**src/rtl/accel_weight_load_seq.sv**
```systemverilog
// accel_weight_load_seq
// Fetches an R x S filter from memory one word at a time and writes each
// word into the PE array weight registers in row-major order.
// Optional build macro ACCEL_WLOAD_STALL_CNT_EN adds the wload_stall_cycles
// output, which counts memory back-pressure cycles during a load.

module accel_weight_load_seq #(
    parameter int DATA_WIDTH = 32,
    parameter int ADDR_WIDTH = 32,
    parameter int PE_ROWS    = 5,
    parameter int PE_COLS    = 5
) (
    input  logic                  CLK,
    input  logic                  RESETN,
    input  logic                  start,
    input  logic [3:0]            param_R,
    input  logic [3:0]            param_S,
    input  logic [ADDR_WIDTH-1:0] weight_base_addr,
    output logic                  rd_req_valid,
    input  logic                  rd_req_ready,
    output logic [ADDR_WIDTH-1:0] rd_req_addr,
    input  logic                  rd_rsp_valid,
    input  logic [DATA_WIDTH-1:0] rd_rsp_data,
    output logic                  wt_wr_en,
    output logic [2:0]            weight_row_wr_ctrl,
    output logic [2:0]            wt_col,
    output logic [DATA_WIDTH-1:0] wt_data,
    output logic                  busy,
    output logic                  done,
    output logic                  err
`ifdef ACCEL_WLOAD_STALL_CNT_EN
    ,
    output logic [15:0]           wload_stall_cycles
`endif
);

    localparam logic [2:0] ST_IDLE  = 3'd0;
    localparam logic [2:0] ST_REQ   = 3'd1;
    localparam logic [2:0] ST_WAIT  = 3'd2;
    localparam logic [2:0] ST_WRITE = 3'd3;
    localparam logic [2:0] ST_DONE  = 3'd4;

    localparam logic [3:0]            MAX_R     = 4'(PE_ROWS);
    localparam logic [3:0]            MAX_S     = 4'(PE_COLS);
    localparam logic [ADDR_WIDTH-1:0] ADDR_STEP = ADDR_WIDTH'(DATA_WIDTH / 8);

    logic [2:0]            state_d, state_q;
    logic [3:0]            r_d, r_q;
    logic [3:0]            s_d, s_q;
    logic [2:0]            row_d, row_q;
    logic [2:0]            col_d, col_q;
    logic [ADDR_WIDTH-1:0] addr_d, addr_q;
    logic                  rd_req_valid_d, rd_req_valid_q;
    logic [ADDR_WIDTH-1:0] rd_req_addr_d, rd_req_addr_q;
    logic                  wt_wr_en_d, wt_wr_en_q;
    logic [2:0]            wt_row_d, wt_row_q;
    logic [2:0]            wt_col_d, wt_col_q;
    logic [DATA_WIDTH-1:0] wt_data_d, wt_data_q;
    logic                  busy_d, busy_q;
    logic                  done_d, done_q;
    logic                  err_d, err_q;
    logic                  params_bad_s;
    logic                  last_col_s;
    logic                  last_row_s;

    // Parameter legality and position decode for the current word.
    always_comb begin
        params_bad_s = (param_R == 4'd0) || (param_R > MAX_R) ||
                       (param_S == 4'd0) || (param_S > MAX_S);
        last_col_s   = ({1'b0, col_q} == (s_q - 4'd1));
        last_row_s   = ({1'b0, row_q} == (r_q - 4'd1));
    end

    // Next-state, counter and registered-output computation.
    always_comb begin
        state_d     = state_q;
        r_d         = r_q;
        s_d         = s_q;
        row_d       = row_q;
        col_d       = col_q;
        addr_d      = addr_q;
        err_d       = err_q;
        wt_wr_en_d  = 1'b0;
        wt_row_d    = 3'd0;
        wt_col_d    = 3'd0;
        wt_data_d   = '0;

        case (state_q)
            ST_IDLE: begin
                if (start) begin
                    r_d    = param_R;
                    s_d    = param_S;
                    row_d  = 3'd0;
                    col_d  = 3'd0;
                    addr_d = weight_base_addr;
                    if (params_bad_s) begin
                        err_d   = 1'b1;
                        state_d = ST_DONE;
                    end else begin
                        err_d   = 1'b0;
                        state_d = ST_REQ;
                    end
                end else begin
                    state_d = ST_IDLE;
                end
            end
            ST_REQ: begin
                if (rd_req_ready) begin
                    state_d = ST_WAIT;
                end else begin
                    state_d = ST_REQ;
                end
            end
            ST_WAIT: begin
                // The response word goes straight into the write register,
                // so the WRITE cycle presents it without extra storage.
                if (rd_rsp_valid) begin
                    state_d    = ST_WRITE;
                    wt_wr_en_d = 1'b1;
                    wt_row_d   = row_q;
                    wt_col_d   = col_q;
                    wt_data_d  = rd_rsp_data;
                end else begin
                    state_d = ST_WAIT;
                end
            end
            ST_WRITE: begin
                if (last_row_s && last_col_s) begin
                    state_d = ST_DONE;
                end else begin
                    if (last_col_s) begin
                        col_d = 3'd0;
                        row_d = row_q + 3'd1;
                    end else begin
                        col_d = col_q + 3'd1;
                        row_d = row_q;
                    end
                    addr_d  = addr_q + ADDR_STEP;
                    state_d = ST_REQ;
                end
            end
            ST_DONE: begin
                state_d = ST_IDLE;
            end
            default: begin
                state_d = ST_IDLE;
            end
        endcase

        // Handshake and status outputs are decoded from the next state so
        // they leave a flop aligned with the state they describe.
        rd_req_valid_d = (state_d == ST_REQ);
        rd_req_addr_d  = (state_d == ST_REQ) ? addr_d : '0;
        busy_d         = (state_d != ST_IDLE);
        done_d         = (state_d == ST_DONE);
    end

    // State, counters and registered outputs.
    always_ff @(posedge CLK or negedge RESETN) begin
        if (!RESETN) begin
            state_q        <= ST_IDLE;
            r_q            <= 4'd0;
            s_q            <= 4'd0;
            row_q          <= 3'd0;
            col_q          <= 3'd0;
            addr_q         <= '0;
            rd_req_valid_q <= 1'b0;
            rd_req_addr_q  <= '0;
            wt_wr_en_q     <= 1'b0;
            wt_row_q       <= 3'd0;
            wt_col_q       <= 3'd0;
            wt_data_q      <= '0;
            busy_q         <= 1'b0;
            done_q         <= 1'b0;
            err_q          <= 1'b0;
        end else begin
            state_q        <= state_d;
            r_q            <= r_d;
            s_q            <= s_d;
            row_q          <= row_d;
            col_q          <= col_d;
            addr_q         <= addr_d;
            rd_req_valid_q <= rd_req_valid_d;
            rd_req_addr_q  <= rd_req_addr_d;
            wt_wr_en_q     <= wt_wr_en_d;
            wt_row_q       <= wt_row_d;
            wt_col_q       <= wt_col_d;
            wt_data_q      <= wt_data_d;
            busy_q         <= busy_d;
            done_q         <= done_d;
            err_q          <= err_d;
        end
    end

    assign rd_req_valid       = rd_req_valid_q;
    assign rd_req_addr        = rd_req_addr_q;
    assign wt_wr_en           = wt_wr_en_q;
    assign weight_row_wr_ctrl = wt_row_q;
    assign wt_col             = wt_col_q;
    assign wt_data            = wt_data_q;
    assign busy               = busy_q;
    assign done               = done_q;
    assign err                = err_q;

`ifdef ACCEL_WLOAD_STALL_CNT_EN
    logic [15:0] stall_d, stall_q;

    function automatic logic [15:0] sat_inc16(input logic [15:0] v);
        if (v == 16'hFFFF) begin
            sat_inc16 = v;
        end else begin
            sat_inc16 = v + 16'd1;
        end
    endfunction

    // Back-pressure counter: request not accepted or response not yet back.
    always_comb begin
        stall_d = stall_q;
        if ((state_q == ST_IDLE) && start) begin
            stall_d = 16'd0;
        end else if (((state_q == ST_REQ) && !rd_req_ready) ||
                     ((state_q == ST_WAIT) && !rd_rsp_valid)) begin
            stall_d = sat_inc16(stall_q);
        end else begin
            stall_d = stall_q;
        end
    end

    // Stall counter register.
    always_ff @(posedge CLK or negedge RESETN) begin
        if (!RESETN) begin
            stall_q <= 16'd0;
        end else begin
            stall_q <= stall_d;
        end
    end

    assign wload_stall_cycles = stall_q;
`endif

endmodule

```
**config.mk**
```make
export PLATFORM = sky130hd
export DESIGN_NAME = accel_weight_load_seq
export DESIGN_NICKNAME = d
export VERILOG_FILES = /design/src/rtl/accel_weight_load_seq.sv
export SDC_FILE = /design/constraint.sdc
export NUM_CORES = 1
export LEC_CHECK = 0
export CAP_MARGIN = 20
export CORE_MARGIN = 5
export CORE_UTILIZATION = 50
export CTS_BUF_LIST = sky130_fd_sc_hd__clkbuf_4 sky130_fd_sc_hd__clkbuf_8
export CTS_CLUSTER_SIZE = 8
export DETAILED_ROUTE_END_ITERATION = 12
export PLACE_DENSITY = 0.79
export SLEW_MARGIN = 30
export SYNTH_ARGS = -nofsm -noshare
export SYNTH_HDL_FRONTEND = slang
export SYNTH_SLANG_ARGS = --single-unit
```
**constraint.sdc**
```tcl
create_clock -name CLK -period 5 [get_ports CLK]
set_input_delay 0.5 -clock CLK [delete_from_list [all_inputs] [get_ports CLK]]
set_output_delay 0.5 -clock CLK [all_outputs]
set_load 0.02 [all_outputs]
```
==> results.py <==
metrics = {
    "outcome": {
        "status": "complete, no violations",
    },
    "die": {
        "fp.dieW_um": 116,
        "die_height_um": 116,
        "dieArea_mm2": 0.0135,
        "ioPinCount": 152,
        "start_util_pct": 51.5,
        "rows": 38,
        "core_region_area_mm2": 0.0110,
    },
    "pwr": {
        "p_switching_mw": 1.36,
        "p_leak_nw": 3.35,
        "clockPowerShare_pct": 24.3,
        "ir_drop_mv": 0.256,
        "pwr-share-comb_pct": 34.1,
        "p_total_mw": 3.59,
        "sw_frac_of_total_pct": 37.9,
        "intPower_mw": 2.23,
        "p_per_area_mw_per_mm2": 472,
        "p_seq_share_pct": 41.6,
    },
    "critical_path": {
        "crit_path_top_delay_cell": "or4_1",
        "startpoint_type": "flop",
        "cp.arrival_ns": 3.44,
        "worst_path_most_repeated_cell": "or4_1",
        "critPathMaxStageDelay_ns": 0.52,
        "end_kind": "flop",
        "crit_path_cell_trace": "inv_1 -> ha_1 -> xor2_1 -> or4_1 -> a31o_1 -> nor3_2 -> o41a_4 -> inv_2 -> or4_1",
        "cp.required_ns": 5.33,
        "cp_max_fo": 30,
        "critPathKind": "reg2reg",
    },
    "detailed_routing": {
        "final_antenna_net_count": 0,
        "drc_errors": 0,
        "drt-initial-drc-count": 424,
        "num_vias": 4837,
        "routed_wl_um": 16100,
        "wl_per_cell_um": 19.4,
        "vias_per_cell": 5.81,
        "first_pass_iters": 5,
    },
    "min_path": {
        "hold_path.class": "in2async",
    },
    "final_layout": {
        "antennaDiodeCount": 0,
        "nNetsFinal": 763,
        "area_delta_synth_final_pct": 34.8,
        "final_util_pct": 69.4,
        "drive_above_1_share_pct": 9.25,
    },
    "clocking": {
        "clock_path_buffers": 2,
        "clkSinkCount": 124,
        "cts_hold_buffers": 0,
        "htreeDepth": 4,
        "cts-buffers-inserted": 17,
        "cts-root-buf": "clkbuf_8",
        "path_clk_slew_ns": 0.07,
        "clk_latency_ns": 0.45,
        "cts_setup_buffers": 0,
        "tritoncts": "yes",
        "cts_resized": 0,
    },
    "placed_design": {
        "gp_congestion": 0.863,
        "port_buffers": 151,
        "dp_hpwl_um": 11300,
    },
    "yosys": {
        "synth_edf_count": 0,
        "ys_seq_area_share_pct": 54.9,
        "yosysUniqueCellTypes": 77,
        "syn_area_mm2": 0.00566,
        "yosysWarningCount": 0,
        "synthTopCellsByArea": "dfrtp_1 55%, and2_1 5.0%, nand2_1 4.4%",
        "synth_top_area_cell": "dfrtp_1",
        "syn_nets": 617,
        "synth_ff_type": "dfrtp_1",
        "synth_top_area_share_pct": 54.9,
        "synth_cells": 535,
        "yosys_register_bits": 124,
        "synth.avg_cell_area_um2": 10.6,
        "async_flop_share_pct": 100,
    },
    "timing": {
        "tns_ns": 0,
        "setup_violations": 0,
        "max_freq_mhz": 322,
        "whs_ns": 0.0647,
        "maxSlewHeadroom_pct": 34.0,
        "finalHoldViolations": 0,
        "finalClockSkew_ns": 0.00956,
        "rsz0062_at_grt": "false",
        "period_share_pct": 62.1,
        "period_minus_slack_ns": 3.11,
        "tightest_slew_ns": 0.987,
        "slew_violations": 0,
    },
    "job": {
        "max-cap-violations": 0,
    },
    "global_routing": {
        "grt_max_degree": 79,
        "grt_usage_pct": 24.5,
        "grt_pass1_vias": 4922,
        "grt_pass1_wl_um": 25400,
        "antenna_found_initial": 0,
        "grt_overflow_total": 0,
    },
}
[cell usage after synthesis (all sizes together), types with 8 or more instances]
master / number
a21oi: 23
a31oi: 16
and2: 45
and3: 14
buf: 8
clkbuf: 19
dfrtp: 124
inv: 15
mux2i: 9
nand2: 68
nand3: 32
nor2: 26
o21ai: 22
or4: 9
[layout by cell type, fill, tap and decap left out, drive strengths merged, types with 15 or more instances in the layout]
cell type / netlist / routed
clkdlybuf4s50: 0 / 150
dfrtp: 124 / 124
nand2: 68 / 68
and2: 45 / 45
nand3: 32 / 32
nor2: 26 / 26
a21oi: 23 / 23
clkbuf: 19 / 23
o21ai: 22 / 22
a31oi: 16 / 16
inv: 15 / 15
[state kept, by name, summed over array words and instances (netlist names)]
signal / flops
addr_q: 32
busy: 1
col_q: 3
done: 1
err: 1
r_q: 4
rd_req_addr: 32
rd_req_valid: 1
row_q: 3
s_q: 4
state_q: 3
weight_row_wr_ctrl: 3
wt_col: 3
wt_data: 32
wt_wr_en: 1
[power by group through the flow]
stage                     clock network (mW)  logic [mW]  registers [mW]
after floorplan                            0       0.719            1.53
after global placement                     0        1.17            1.49
after detailed placement                   0        1.22            1.50
after CTS                              0.887        1.22            1.49
after global routing                   0.937        1.33            1.53
final                                  0.875        1.23            1.49
[final timing paths]
path | from | endpoint | slack (ns) | cells past startpoint
min in group CLK | addr_q[1] | addr_q[1] | 0.48 | 2
hold reg to reg | addr_q[1] | addr_q[1] | 0.48 | 2
setup reg to reg | r_q[0] | busy | 1.89 | 9
max in group asynchronous | RESETN | rd_req_addr[6] | 3.85 | 2
hold / removal | RESETN | wt_data[26] | 0.06 | 1
setup / recovery | r_q[0] | busy | 1.89 | 9
[kinds of logic after synthesis]
group	count (synthesis)	share of synthesized area (%)
buf+inv	42	3.45
fa+ha+maj	5	1.11
xor+xnor	6	0.929
compound gates	117	15.3
mux	14	2.65
simple gates	227	21.7
flops	124	54.9
[final cells by class]
class                           count  area [um^2]
Clock inverter                      7         90.1
Inverter                           15         56.3
Multi-Input combinational cell    369         2370
Timing Repair Buffer              154         1540
Fill cell                         821         3360
Tap cell                          140          175
Clock buffer                       23          298
Sequential cell                   124         3100
[worst max-delay path: cells and delay by family (launching register included)]
kind | cells | cell delay, ns
DFF | 1 | 0.38
AOI/OAI and AO/OA | 2 | 0.89
and+or+nand+nor | 3 | 1.16
buffers and inverters | 2 | 0.18
adders and majority gates | 1 | 0.21
xor gates and xnor gates | 1 | 0.16
[layer usage]
metal | GRT usage [%] | wire, um
met2 | 39.1 | 7350
met4 | 8.97 | 367
met3 | 7.62 | 1700
met1 | 31.6 | 6730
met5 | 0 | 0
[metrics by stage]
step | instances | setup slack (ns) | area [um^2]
after floorplan | 535 | 2.62 | 5660
after global placement | 802 | 1.62 | 7230
after detailed placement | 802 | 1.84 | 7230
after CTS | 832 | 1.89 | 7620
after global routing | 832 | 1.74 | 7620
final | 832 | 1.89 | 7620
Note: power is estimated with default switching activity, not from simulation.
